[config.mk]
export PLATFORM = sky130hd
export DESIGN_NAME = spm_host_flat
export DESIGN_NICKNAME = d
export VERILOG_FILES = /design/src/rtl/spm_host_if.sv /design/src/rtl/spm_host.sv /design/src/flat_wrapper.sv
export SDC_FILE = /design/constraint.sdc
export NUM_CORES = 1
export LEC_CHECK = 0
export ABC_CLOCK_PERIOD_IN_PS = 4900
export CAP_MARGIN = 20
export CORE_UTILIZATION = 48
export CTS_BUF_LIST = sky130_fd_sc_hd__clkbuf_2
export CTS_CLUSTER_DIAMETER = 50
export DETAILED_ROUTE_END_ITERATION = 8
export GPL_TIMING_DRIVEN = 0
export PLACE_DENSITY = 0.88
export RECOVER_POWER = 50
export SLEW_MARGIN = 20
export SYNTH_ARGS = -nofsm -noshare
export SYNTH_HDL_FRONTEND = slang
export SYNTH_SLANG_ARGS = --single-unit
export TNS_END_PERCENT = 100
[constraint.sdc]
create_clock -name clk_i -period 4.9 [get_ports clk_i]
set_clock_uncertainty 0.05 [all_clocks]
set_input_delay 1.225 -clock clk_i [delete_from_list [all_inputs] [get_ports clk_i]]
set_output_delay 1.225 -clock clk_i [all_outputs]
set_load 0.05 [all_outputs]
[src/rtl/spm_host_if.sv]
// Command, multiplier and response signals of the spm_host sequencer.
// The slave modport is the host's view. The master modport is the view of the environment around it.
interface spm_host_if;
  logic        cmd_valid_i;
  logic        cmd_ready_o;
  logic [7:0]  cmd_a_i;
  logic [7:0]  cmd_b_i;
  logic        spm_start_o;
  logic [7:0]  spm_a_o;
  logic [7:0]  spm_b_o;
  logic        spm_done_i;
  logic [15:0] spm_prod_i;
  logic        rsp_valid_o;
  logic        rsp_ready_i;
  logic [15:0] rsp_prod_o;
  logic        rsp_timeout_o;
  logic        rsp_mismatch_o;
  logic        busy_o;

  modport slave (
    input  cmd_valid_i, cmd_a_i, cmd_b_i, spm_done_i, spm_prod_i, rsp_ready_i,
    output cmd_ready_o, spm_start_o, spm_a_o, spm_b_o,
           rsp_valid_o, rsp_prod_o, rsp_timeout_o, rsp_mismatch_o, busy_o
  );

  modport master (
    output cmd_valid_i, cmd_a_i, cmd_b_i, spm_done_i, spm_prod_i, rsp_ready_i,
    input  cmd_ready_o, spm_start_o, spm_a_o, spm_b_o,
           rsp_valid_o, rsp_prod_o, rsp_timeout_o, rsp_mismatch_o, busy_o
  );
endinterface

[src/rtl/spm_host.sv]
// spm_host: start/done sequencer for the 8x8 signed serial-parallel multiplier, with a WAIT timeout.
// Defining SPM_HOST_CHECK_EN adds a product self-check on rsp_mismatch_o. Without it, rsp_mismatch_o is 0.
module spm_host #(
  parameter int TIMEOUT_CYCLES = 64
) (
  input  logic       clk_i,
  input  logic       rst_i,
  spm_host_if.slave  bus
);
  localparam int CNT_W = $clog2(TIMEOUT_CYCLES + 1);
  localparam logic [CNT_W-1:0] CNT_LAST = CNT_W'(TIMEOUT_CYCLES - 1);

  typedef enum logic [1:0] {
    S_IDLE   = 2'd0,
    S_LAUNCH = 2'd1,
    S_WAIT   = 2'd2,
    S_RESP   = 2'd3
  } state_t;

  state_t           state_q, state_d;
  logic [CNT_W-1:0] cnt_q;
  logic             accept;
  logic             cnt_last;

  assign accept          = (state_q == S_IDLE) && bus.cmd_valid_i;
  assign cnt_last        = (cnt_q == CNT_LAST);
  assign bus.cmd_ready_o = (state_q == S_IDLE);
  assign bus.busy_o      = (state_q != S_IDLE);

  always_ff @(posedge clk_i or posedge rst_i) begin
    if (rst_i) state_q <= S_IDLE;
    else       state_q <= state_d;
  end

  always_comb begin
    state_d = state_q;
    case (state_q)
      S_IDLE:   if (bus.cmd_valid_i) state_d = S_LAUNCH;
      S_LAUNCH: state_d = S_WAIT;
      S_WAIT:   if (bus.spm_done_i || cnt_last) state_d = S_RESP;
      S_RESP:   if (bus.rsp_ready_i) state_d = S_IDLE;
      default:  state_d = S_IDLE;
    endcase
  end

  // In WAIT, done takes priority over an expiring counter.
  always_ff @(posedge clk_i or posedge rst_i) begin
    if (rst_i) begin
      cnt_q             <= '0;
      bus.spm_start_o   <= 1'b0;
      bus.spm_a_o       <= '0;
      bus.spm_b_o       <= '0;
      bus.rsp_valid_o   <= 1'b0;
      bus.rsp_prod_o    <= '0;
      bus.rsp_timeout_o <= 1'b0;
    end else begin
      bus.spm_start_o <= accept;
      case (state_q)
        S_IDLE: begin
          if (bus.cmd_valid_i) begin
            bus.spm_a_o <= bus.cmd_a_i;
            bus.spm_b_o <= bus.cmd_b_i;
          end
        end
        S_LAUNCH: cnt_q <= '0;
        S_WAIT: begin
          if (bus.spm_done_i) begin
            bus.rsp_prod_o    <= bus.spm_prod_i;
            bus.rsp_timeout_o <= 1'b0;
            bus.rsp_valid_o   <= 1'b1;
          end else if (cnt_last) begin
            bus.rsp_prod_o    <= '0;
            bus.rsp_timeout_o <= 1'b1;
            bus.rsp_valid_o   <= 1'b1;
          end else begin
            cnt_q <= cnt_q + CNT_W'(1);
          end
        end
        S_RESP: if (bus.rsp_ready_i) bus.rsp_valid_o <= 1'b0;
        default: ;
      endcase
    end
  end

`ifdef SPM_HOST_CHECK_EN
  logic signed [15:0] a_ext, b_ext, exp_prod;
  assign a_ext    = 16'($signed(bus.spm_a_o));
  assign b_ext    = 16'($signed(bus.spm_b_o));
  assign exp_prod = a_ext * b_ext;

  always_ff @(posedge clk_i or posedge rst_i) begin
    if (rst_i) begin
      bus.rsp_mismatch_o <= 1'b0;
    end else if (state_q == S_WAIT) begin
      if (bus.spm_done_i)  bus.rsp_mismatch_o <= (exp_prod != bus.spm_prod_i);
      else if (cnt_last)   bus.rsp_mismatch_o <= 1'b0;
    end
  end
`else
  assign bus.rsp_mismatch_o = 1'b0;
`endif

endmodule
[src/flat_wrapper.sv]
// flat-port wrapper written by rule: the top's interface ports become plain ports
module spm_host_flat 
#(
  parameter int TIMEOUT_CYCLES = 64
)
  (clk_i, rst_i, bus_cmd_valid_i, bus_cmd_a_i, bus_cmd_b_i, bus_spm_done_i, bus_spm_prod_i, bus_rsp_ready_i, bus_cmd_ready_o, bus_spm_start_o, bus_spm_a_o, bus_spm_b_o, bus_rsp_valid_o, bus_rsp_prod_o, bus_rsp_timeout_o, bus_rsp_mismatch_o, bus_busy_o);
  spm_host_if bus_i ();
  input  logic clk_i;
  input  logic rst_i;
  input wire logic [$bits(bus_i.cmd_valid_i)-1:0] bus_cmd_valid_i;
  input wire logic [$bits(bus_i.cmd_a_i)-1:0] bus_cmd_a_i;
  input wire logic [$bits(bus_i.cmd_b_i)-1:0] bus_cmd_b_i;
  input wire logic [$bits(bus_i.spm_done_i)-1:0] bus_spm_done_i;
  input wire logic [$bits(bus_i.spm_prod_i)-1:0] bus_spm_prod_i;
  input wire logic [$bits(bus_i.rsp_ready_i)-1:0] bus_rsp_ready_i;
  output wire logic [$bits(bus_i.cmd_ready_o)-1:0] bus_cmd_ready_o;
  output wire logic [$bits(bus_i.spm_start_o)-1:0] bus_spm_start_o;
  output wire logic [$bits(bus_i.spm_a_o)-1:0] bus_spm_a_o;
  output wire logic [$bits(bus_i.spm_b_o)-1:0] bus_spm_b_o;
  output wire logic [$bits(bus_i.rsp_valid_o)-1:0] bus_rsp_valid_o;
  output wire logic [$bits(bus_i.rsp_prod_o)-1:0] bus_rsp_prod_o;
  output wire logic [$bits(bus_i.rsp_timeout_o)-1:0] bus_rsp_timeout_o;
  output wire logic [$bits(bus_i.rsp_mismatch_o)-1:0] bus_rsp_mismatch_o;
  output wire logic [$bits(bus_i.busy_o)-1:0] bus_busy_o;
  assign bus_i.cmd_valid_i = bus_cmd_valid_i;
  assign bus_i.cmd_a_i = bus_cmd_a_i;
  assign bus_i.cmd_b_i = bus_cmd_b_i;
  assign bus_i.spm_done_i = bus_spm_done_i;
  assign bus_i.spm_prod_i = bus_spm_prod_i;
  assign bus_i.rsp_ready_i = bus_rsp_ready_i;
  assign bus_cmd_ready_o = bus_i.cmd_ready_o;
  assign bus_spm_start_o = bus_i.spm_start_o;
  assign bus_spm_a_o = bus_i.spm_a_o;
  assign bus_spm_b_o = bus_i.spm_b_o;
  assign bus_rsp_valid_o = bus_i.rsp_valid_o;
  assign bus_rsp_prod_o = bus_i.rsp_prod_o;
  assign bus_rsp_timeout_o = bus_i.rsp_timeout_o;
  assign bus_rsp_mismatch_o = bus_i.rsp_mismatch_o;
  assign bus_busy_o = bus_i.busy_o;
  spm_host #(.TIMEOUT_CYCLES(TIMEOUT_CYCLES)) u_core (.clk_i(clk_i), .rst_i(rst_i), .bus(bus_i));
endmodule
==> impl_metrics.ini <==
[outcome]
outcome = finished with violations
violations = capacitance limit, slew limit

[yosys]
synthesis.area_um2 = 1847
yosysTopAreaCell = dfrtp_1
ys.flop_type = dfrtp_1
synth-edff-count = 0
yosysMostFrequentCell = dfrtp_1
synthArstFlopShare = 1.000
synthTopCellsByArea = dfrtp_1 60%, mux2_2 9.8%, a22o_1 8.1%
synth_top_area_frac = 0.5962
yosys-top-cells-count = 44 x dfrtp_1, 17 x a22o_1, 16 x mux2_2, 8 x inv_1, 7 x nand2_1
synth_cells = 141
avgSynthCellArea_um2 = 13.10
yosysWarningCount = 0
synth_cell_type_count = 29
yosys_register_bits = 44
syn_nets = 184
synth_seq_area_share = 0.5962

[global_route]
grt_util_all_layers = 0.2039
grt_max_degree = 36
grt_pass1_vias = 1449
grt_pass1_wl_mm = 6.348
top_usage_layer = met2
grtUsageMet3 = 0.05000
antenna_found_initial = 0
grtUsageMet1 = 0.2488
grt.overflow.total = 0
met2_usage = 0.3418

[clock_network]
clock_path_buffers = 2
cts_resized = 0
clk_latency_ps = 390
cts_made_buffers = 5
htreeDepth = 2
cts.sinks = 44
post_cts_buffers = 0
root_buffer = clkbuf_2
clkTransAtPathRegs_ps = 210
cts_tree = yes
hold_buffers = 0

[route]
remaining_drc_errors = 0
wl_mm = 3.775
ant_nets = 0
routed_via_density = 5.059
wl_per_cell_um = 13.93
vias = 1371
drt-initial-drc-count = 57
first_pass_iters = 4

[placement]
port_buffers = 73
gp_congestion = 0.8137
dp_hpwl_mm = 2.891
place_area_um2 = 2658

[die]
initial_utilization = 0.5007
die_h_um = 64.03
core_um2 = 3689
dieArea_um2 = 4099
die_x_um = 64.03
row_count = 22
ios = 75

[pwr]
power_density_nw_per_um2 = 735.6
ir_drop_mv = 0.3853
p_leak_nw = 1.211

[worst_setup_path]
path_cells = inv_1, ha_1, inv_1, clkdlybuf4s50_1
endpoint_kind = output port
max_stage_delay_ps = 800
path_class = reg -> out
crit_arrival_ps = 2020
worst_path_most_repeated_cell = inv_1
cp_max_fo = 4
worst-endpoint-required_ps = 3620
cp-start-kind = flip-flop
cp_slowest_cell = clkdlybuf4s50_1

[layout]
drive_gt1_frac = 0.1480
fin_area_um2 = 2706
syn_to_final_growth_pct = 46.54
fin_util = 0.7337
antenna_cells = 0
final_nets = 265

[timing]
rsz0062_at_grt = false
period_needed_ps = 3293
setup_tns_ps = 0
maxSlewHeadroom = -0.1927
hold_viol = 0
clock.fmax_mhz = 303.7
worst_hold_slack_ps = 455.1
worst_pin_slew_ps = 1789
fin_crit_sh = 0.6720
final_max_slew_viol_count = 36
final-setup-viol-count = 0

[run]
drv_cap = 1

[hold_path]
hold_class = reg -> reg
cell type report:
type                    count  area (µm²)
clock inverters             3       42.54
repair buffers             74       734.5
inverters                   8       30.03
fillers                   282       982.2
plain buffers               6       38.79
multi-input cells          83       674.4
well taps                  48       60.06
clock buffers               5       25.02
flip-flops and latches     44        1101
routing by layer:
metal / part of all wire / up-vias / routed length [µm]
li1: - / 664 / -
met1: 0.43 / 656 / 1610
met2: 0.49 / 45 / 1864
met3: 0.062 / 6 / 235
met4: 0.017 / 0 / 65
met5: 0 / - / 0
through the flow:
| stage | worst slack (ps) | power, mW | cells |
|---|---|---|---|
| after CTS | 1563 | 2.015 | 271 |
| after detailed placement | 2036 | 1.813 | 263 |
| after global routing | 1200 | 2.100 | 271 |
| after floorplan | 2276 | 1.415 | 141 |
| final | 1607 | 1.991 | 271 |
| after global placement | 1735 | 1.787 | 262 |
logic make-up (layout without fill, tap and decap cells):
| logic type | Yosys count | in the layout | synth area share |
|---|---|---|---|
| DFF | 44 | 44 | 0.5962 |
| AOI/OAI and AO/OA | 36 | 36 | 0.1504 |
| and+or+nand+nor | 23 | 23 | 0.06843 |
| muxes | 17 | 17 | 0.1037 |
| buffers and inverters | 14 | 96 | 0.03861 |
| adders and majority gates | 6 | 6 | 0.04065 |
| other | 1 | 1 | 0.002031 |
power breakdown:
| group | total [mW] | internal [mW] | switching, mW | leakage (nW) |
|---|---|---|---|---|
| clock network | 0.200 | 0.0857 | 0.114 | 0.0406 |
| logic | 1.19 | 0.447 | 0.739 | 0.624 |
| registers | 0.605 | 0.517 | 0.0885 | 0.546 |
| total | 1.99 | 1.05 | 0.942 | 1.21 |
critical path, delay by kind of cell, from the launching register on:
family                     cells  cell delay [ps]
DFF                            1              440
adders and majority gates      1              230
buffers and inverters          3              980
final timing paths:
path | cells past startpoint | end | slack, ps | startpoint
max | 4 | bus_busy_o | 1610 | u_core.state_q[0]
min | 1 | u_core.cnt_q[5] | 460 | u_core.cnt_q[5]
max reg2reg | 5 | u_core.bus.spm_a_o[2] | 2910 | u_core.state_q[0]
min reg2reg | 1 | u_core.cnt_q[5] | 460 | u_core.cnt_q[5]
max in group asynchronous | 3 | u_core.state_q[0] | 1640 | rst_i
min in group asynchronous | 2 | u_core.bus.rsp_valid_o | 1160 | rst_i
sequential cells by signal, indices dropped and copies added, names as in the netlist:
name,flops
u_core.bus.rsp_prod_o,16
u_core.bus.spm_a_o,8
u_core.bus.spm_b_o,8
u_core.cnt_q,7
u_core.state_q,2
u_core.bus.rsp_timeout_o,1
u_core.bus.rsp_valid_o,1
u_core.bus.spm_start_o,1
cells in the final DEF, fill, tap and decap left out, drive strengths merged:
master / netlist / layout
clkdlybuf4s50: 0 / 70
dfrtp: 44 / 44
a22o: 17 / 17
mux2: 17 / 17
inv: 8 / 8
clkbuf: 0 / 8
nand2: 7 / 7
nor2: 6 / 6
ha: 6 / 6
a31oi: 5 / 5
a21oi: 5 / 5
o21ai: 5 / 5
buf: 6 / 4
dlygate4sd3: 0 / 3
and2: 3 / 3
nand3: 2 / 2
clkinv: 0 / 2
and3: 1 / 1
and3b: 1 / 1
o22ai: 1 / 1
nand2b: 1 / 1
o32a: 1 / 1
or2: 1 / 1
and4b: 1 / 1
a21o: 1 / 1
o311ai: 1 / 1
conb: 1 / 1
bufinv: 0 / 1
No activity file was read; power rests on OpenSTA's default activity.
